$ cat src/rtl/clksel_pkg.sv
// Shared types and address decode for the CPU clock speed selector.
// Imported by clksel_ctrl and its helpers.
package clksel_pkg;

    typedef enum logic [1:0] {
        ST_FAST    = 2'd0,
        ST_TO_SLOW = 2'd1,
        ST_SLOW    = 2'd2,
        ST_TO_FAST = 2'd3
    } clk_state_t;

    localparam logic [7:0] IO_PAGE_LO_DEF = 8'hFC;
    localparam logic [7:0] IO_PAGE_HI_DEF = 8'hFE;
    localparam logic [7:0] LOW_RAM_END    = 8'h80;

    function automatic logic slow_decode(
        input logic [7:0] bank,
        input logic [7:0] page,
        input logic       shadow_en,
        input logic       force_slow,
        input logic [7:0] io_lo,
        input logic [7:0] io_hi
    );
        logic bank0;
        logic io_hit;
        logic ram_hit;
        bank0   = (bank == 8'h00);
        io_hit  = bank0 && (page >= io_lo) && (page <= io_hi);
        ram_hit = bank0 && (page < LOW_RAM_END) && !shadow_en;
        return force_slow | io_hit | ram_hit;
    endfunction

endpackage

$ cat src/rtl/clksel_ctrl_sync2.sv
// Flop-chain synchroniser for asynchronous clock-switch feedback.
// Depth is STAGES flops; synchronous active-low clear.
module sync2 #(
    parameter int STAGES = 2
) (
    input  logic clk,
    input  logic rst_b,
    input  logic d,
    output logic q
);

    logic [STAGES-1:0] chain;

    always_ff @(posedge clk) begin
        if (!rst_b) begin
            chain <= '0;
        end else begin
            chain <= (chain << 1) | STAGES'(d);
        end
    end

    assign q = chain[STAGES-1];

endmodule

$ cat src/rtl/clksel_ctrl.sv
// CPU speed-selection controller driving the clock switch request,
// stalling the CPU across each switch handshake.
module clksel_ctrl
    import clksel_pkg::*;
#(
    parameter int         SYNC_STAGES    = 2,
    parameter int         DWELL_CYCLES   = 16,
    parameter int         TIMEOUT_CYCLES = 255,
    parameter logic [7:0] IO_PAGE_LO     = IO_PAGE_LO_DEF,
    parameter logic [7:0] IO_PAGE_HI     = IO_PAGE_HI_DEF
) (
    input  logic        hsclk_in,
    input  logic        rst_b,
    input  logic        addr_valid,
    input  logic [7:0]  addr_bank,
    input  logic [7:0]  addr_page,
    input  logic        shadow_en,
    input  logic        force_slow,
    input  logic        hsclk_selected,
    input  logic        lsclk_selected,
    output logic        hsclk_sel,
    output logic        cpu_rdy,
    output logic        switch_err,
    output logic [15:0] switch_count
);

    localparam int DW = $clog2(DWELL_CYCLES + 1);
    localparam int TW = $clog2(TIMEOUT_CYCLES + 1);
    localparam logic [DW-1:0] DWELL_LD = DW'(DWELL_CYCLES);
    localparam logic [TW-1:0] TMO_LAST = TW'(TIMEOUT_CYCLES);

    clk_state_t    state_q, state_d;
    logic [DW-1:0] dwell_q, dwell_d;
    logic [TW-1:0] timer_q, timer_d;
    logic [TW-1:0] timer_inc;
    logic [15:0]   cnt_q, cnt_d;
    logic          sel_q, sel_d;
    logic          rdy_q, rdy_d;
    logic          err_q, err_d;
    logic          hs_sync, ls_sync;
    logic          hs_ack, ls_ack;
    logic          slow_req, timeout;

    sync2 #(.STAGES(SYNC_STAGES)) u_hs_sync (
        .clk   (hsclk_in),
        .rst_b (rst_b),
        .d     (hsclk_selected),
        .q     (hs_sync)
    );

    sync2 #(.STAGES(SYNC_STAGES)) u_ls_sync (
        .clk   (hsclk_in),
        .rst_b (rst_b),
        .d     (lsclk_selected),
        .q     (ls_sync)
    );

    assign slow_req = slow_decode(addr_bank, addr_page, shadow_en,
                                  force_slow, IO_PAGE_LO, IO_PAGE_HI);

    // Both feedbacks high (or low) mid-switch counts as no acknowledge.
    assign hs_ack    = hs_sync & ~ls_sync;
    assign ls_ack    = ls_sync & ~hs_sync;
    assign timer_inc = timer_q + 1'b1;
    assign timeout   = (timer_inc == TMO_LAST);

    always_comb begin
        state_d = state_q;
        dwell_d = dwell_q;
        timer_d = timer_q;
        cnt_d   = cnt_q;
        sel_d   = sel_q;
        rdy_d   = rdy_q;
        err_d   = err_q;
        unique case (state_q)
            ST_FAST: begin
                if (force_slow || (addr_valid && slow_req)) begin
                    state_d = ST_TO_SLOW;
                    sel_d   = 1'b0;
                    rdy_d   = 1'b0;
                    timer_d = '0;
                end
            end
            ST_TO_SLOW: begin
                timer_d = timer_inc;
                if (ls_ack) begin
                    state_d = ST_SLOW;
                    rdy_d   = 1'b1;
                    dwell_d = DWELL_LD;
                    cnt_d   = cnt_q + 16'd1;
                end else if (timeout) begin
                    state_d = ST_SLOW;
                    rdy_d   = 1'b1;
                    dwell_d = DWELL_LD;
                    err_d   = 1'b1;
                end
            end
            ST_SLOW: begin
                if (dwell_q != '0) dwell_d = dwell_q - 1'b1;
                // A slow access re-arms the dwell even as it expires.
                if (addr_valid && slow_req) begin
                    dwell_d = DWELL_LD;
                end else if (addr_valid && (dwell_q == '0)) begin
                    state_d = ST_TO_FAST;
                    sel_d   = 1'b1;
                    rdy_d   = 1'b0;
                    timer_d = '0;
                end
            end
            ST_TO_FAST: begin
                timer_d = timer_inc;
                if (hs_ack) begin
                    state_d = ST_FAST;
                    rdy_d   = 1'b1;
                end else if (timeout) begin
                    state_d = ST_SLOW;
                    sel_d   = 1'b0;
                    rdy_d   = 1'b1;
                    dwell_d = DWELL_LD;
                    err_d   = 1'b1;
                end
            end
            default: begin
                state_d = ST_SLOW;
                sel_d   = 1'b0;
                rdy_d   = 1'b1;
            end
        endcase
    end

    always_ff @(posedge hsclk_in) begin
        if (!rst_b) begin
            state_q <= ST_SLOW;
            dwell_q <= '0;
            timer_q <= '0;
            cnt_q   <= '0;
            sel_q   <= 1'b0;
            rdy_q   <= 1'b1;
            err_q   <= 1'b0;
        end else begin
            state_q <= state_d;
            dwell_q <= dwell_d;
            timer_q <= timer_d;
            cnt_q   <= cnt_d;
            sel_q   <= sel_d;
            rdy_q   <= rdy_d;
            err_q   <= err_d;
        end
    end

    assign hsclk_sel    = sel_q;
    assign cpu_rdy      = rdy_q;
    assign switch_err   = err_q;
    assign switch_count = cnt_q;

endmodule

$ cat config.mk
export PLATFORM = sky130hd
export DESIGN_NAME = clksel_ctrl
export DESIGN_NICKNAME = d
export VERILOG_FILES = /design/src/rtl/clksel_pkg.sv /design/src/rtl/clksel_ctrl_sync2.sv /design/src/rtl/clksel_ctrl.sv
export SDC_FILE = /design/constraint.sdc
export NUM_CORES = 1
export LEC_CHECK = 0
export ABC_AREA = 1
export CORE_AREA = 2 2 102 64
export DETAILED_ROUTE_END_ITERATION = 7
export DIE_AREA = 0 0 104 66
export PLACE_DENSITY_LB_ADDON = 0.05
export SLEW_MARGIN = 25
export SYNTH_ARGS = -nofsm -noshare
export SYNTH_HDL_FRONTEND = slang
export SYNTH_SLANG_ARGS = --single-unit
$ cat constraint.sdc
create_clock -name hsclk_in -period 4.4 [get_ports hsclk_in]
set_clock_uncertainty 0.1 [all_clocks]
set_input_delay 0.88 -clock hsclk_in [delete_from_list [all_inputs] [get_ports hsclk_in]]
set_output_delay 0.88 -clock hsclk_in [all_outputs]
set_load 0.1 [all_outputs]
==> out/metrics.cfg <==
[outcome]
status = finished clean

[synth]
syn_avg_cell_area_um2 = 6.965
yosysTopAreaCellShare_pct = 37.53
synth_seq_cells = 38
yosys_warnings = 0
yosys.area.top_type = dfxtp_1
yosys-top-cells-area = dfxtp_1 38%, nand2_1 14%, nor2_1 6.3%
yosysUniqueCellTypes = 33
ys_seq_area_share_pct = 37.53
synth_fp_nets = 318
netlist_instances = 291
syn_area_mm2 = 0.002027

[drt]
wl_mm = 4.516
drt_pass1_iterations = 4
drtIter0Drc = 64
ant_nets = 0
post_drt_wl_per_cell_um = 10.73
drc_errors = 0
num_vias = 1844
vias_per_cell = 4.380

[clock_network]
ctsHoldBuffers = 0
path_clk_slew_ns = 0.08
cts-root-buf = clkbuf_8
clk_latency_ns = 0.29
cts_max_level = 2
cts_resized = 0
cts_num_sinks = 38
postCtsSetupBuffers = 0
clockBufferDepth = 2
cts_tree = yes
cts_buffers = 5

[worst_setup_path]
cp_slowest_stage_delay_ns = 1.18
startpoint_type = flip-flop
cp_max_fo = 6
crit_buf_inv = 1
arrival_ns = 1.93
critPathKind = flip-flop to output pin
crit_family = buffers and inverters
worstPathRequired_ns = 3.42
cp_slowest_cell = clkdlybuf4s50_1
end_kind = output pin
cp_cell_sequence = clkdlybuf4s50_1

[floorplanning]
start_util_pct = 34.09
die_x_um = 104
die-area_mm2 = 0.006864
coreArea_mm2 = 0.005946
io_pins = 42
die_h_um = 66
rows = 22

[power_and_ir_drop]
comb_power_share_pct = 34.6
seqPwrFrac_pct = 41.1
power_frac_clock_pct = 24.3
internal-power_uw = 638.6
p_sw_uw = 394.0
p_sw_share_pct = 38.16
p_leak_uw = 0.001072
vdd_drop_max_mv = 0.2343
power_uw = 1033
power_density_mw_per_mm2 = 393.2

[hold_path]
hold_path_class = flip-flop to flip-flop

[cells_and_area]
area_delta_synth_final_pct = 29.57
n_antenna_cell = 0
final_nets = 363
utilization_pct = 44.17
layout-drive-gt1-share_pct = 10.39
final_area_mm2 = 0.002626

[timing]
post-route-period-util_pct = 66.13
hold_violations = 0
timing.setup.tns_ns = 0
setup_viol = 0
max_freq_mhz = 343.7
tightest_slew_ns = 0.9777
finalCriticalPeriod_ns = 2.910
finalMaxSlewViolations = 0
rsz0062_at_grt = false
slew_headroom_pct = 34.62

[global_routing]
grt_pass1_vias = 1692
grt.total_usage_pct = 14.52
grt_max_degree = 23
grt_first_pass_wirelength_mm = 8.010
grt_overflow = 0
antenna_found_initial = 0

[placement]
gp_congestion = 0.7861
place_area_mm2 = 0.002535
dp_hpwl_mm = 3.409
port_buffers = 41

[flow_run]
max_cap_viol_count = 0

[cell usage in the layout, fill, tap and decap left out, types with 3 or more instances in the layout]
cell and instances:
clkbuf_8 6, dfxtp_1 38, nand4_1 3, nor2_4 4
nand3_2 5, xnor2_1 3, o21ai_0 12, a21oi_1 25
nand2_2 6, ha_1 4, o21ai_1 3, nor2_1 34
nand3_1 13, nor3_1 5, nand2_1 78, clkdlybuf4s50_1 41
inv_1 33
[flip-flops by register name (all words and copies together), names as in the netlist]
| register | cells |
|---|---|
| state_q | 2 |
| u_ls_sync.chain | 2 |
| switch_err | 1 |
| dwell_q | 5 |
| hsclk_sel | 1 |
| cpu_rdy | 1 |
| switch_count | 16 |
| u_hs_sync.chain | 2 |
| timer_q | 8 |
[Yosys cell counts]
cell type  count
nor2_1        34
nand4_1        3
o21ai_1        3
nand3b_1       1
o21a_1         2
clkinv_1       1
and3_1         1
clkbuf_1       4
nor3_1         5
nor2_8         1
nand3_1       13
inv_2          2
o21ai_0       12
or2_2          1
nand2_2        6
xor2_2         1
nor2_2         2
a21oi_2        1
nor2_4         4
dfxtp_1       38
ha_1           4
nor3_2         1
inv_1         33
xor2_1         2
a21boi_0       1
nand3_2        5
nor4_2         1
a21oi_1       25
o31ai_1        1
xnor2_1        3
nand2_1       78
o21ai_2        1
nand4_4        1
[logic make-up (layout without fill, tap and decap cells)]
family	Yosys count	after routing	share of synthesized area (%)
AND/OR/NAND/NOR	157	157	37.41
AO/OA/AOI/OAI	46	46	12.22
buffers and inverters	40	86	7.407
flip-flops	38	38	37.53
XOR/XNOR	6	6	2.964
adder cells (fa/ha/maj)	4	4	2.469
[power groups by stage]
stage	Clock, uW	Combinational (uW)	Sequential, uW
6_report	251	358	424
5_1_grt	276	410	432
4_1_cts	260	361	424
3_5_place_dp	0	359	431
3_3_place_gp	0	360	432
2_1_floorplan	0	226	467
[through the flow]
| step | setup slack [ns] | hold WS [ns] | std cells |
|---|---|---|---|
| after detailed placement | 1.711 | 0.2966 | 413 |
| after global placement | 1.743 | 0.2958 | 413 |
| after floorplan | 1.964 | 0.2905 | 291 |
| after CTS | 1.476 | 0.3142 | 421 |
| final | 1.490 | 0.3132 | 421 |
| after global routing | 1.436 | 0.3539 | 421 |
[final timing paths]
kind	startpoint	endpoint	slack, ns	cells past startpoint
worst min-delay path	u_ls_sync.chain[0]	u_ls_sync.chain[1]	0.31	2
worst max register to register	timer_q[1]	dwell_q[1]	2.37	9
worst max-delay path	switch_count[3]	switch_count[3]	1.49	1
worst min register to register	u_ls_sync.chain[0]	u_ls_sync.chain[1]	0.31	2
[layout make-up]
type                            instances  area, um^2
Clock inverter                          1       5.005
Sequential cell                        38       760.7
Tap cell                               84       105.1
Fill cell                             639        3319
Clock buffer                            7       86.33
Inverter                               36       135.1
Multi-Input combinational cell        213        1116
Timing Repair Buffer                   42       417.9
[per-layer routing]
metal	GRT usage, %	routed length (um)	vias to the layer above	share of wire [%]
li1	-	-	1018	-
met1	22.33	2694	786	60
met2	18.83	1570	35	35
met3	4.335	203	5	4.5
met4	4.054	48	0	1.1
met5	0	0	-	0
Note: power is estimated with default switching activity, not from simulation.
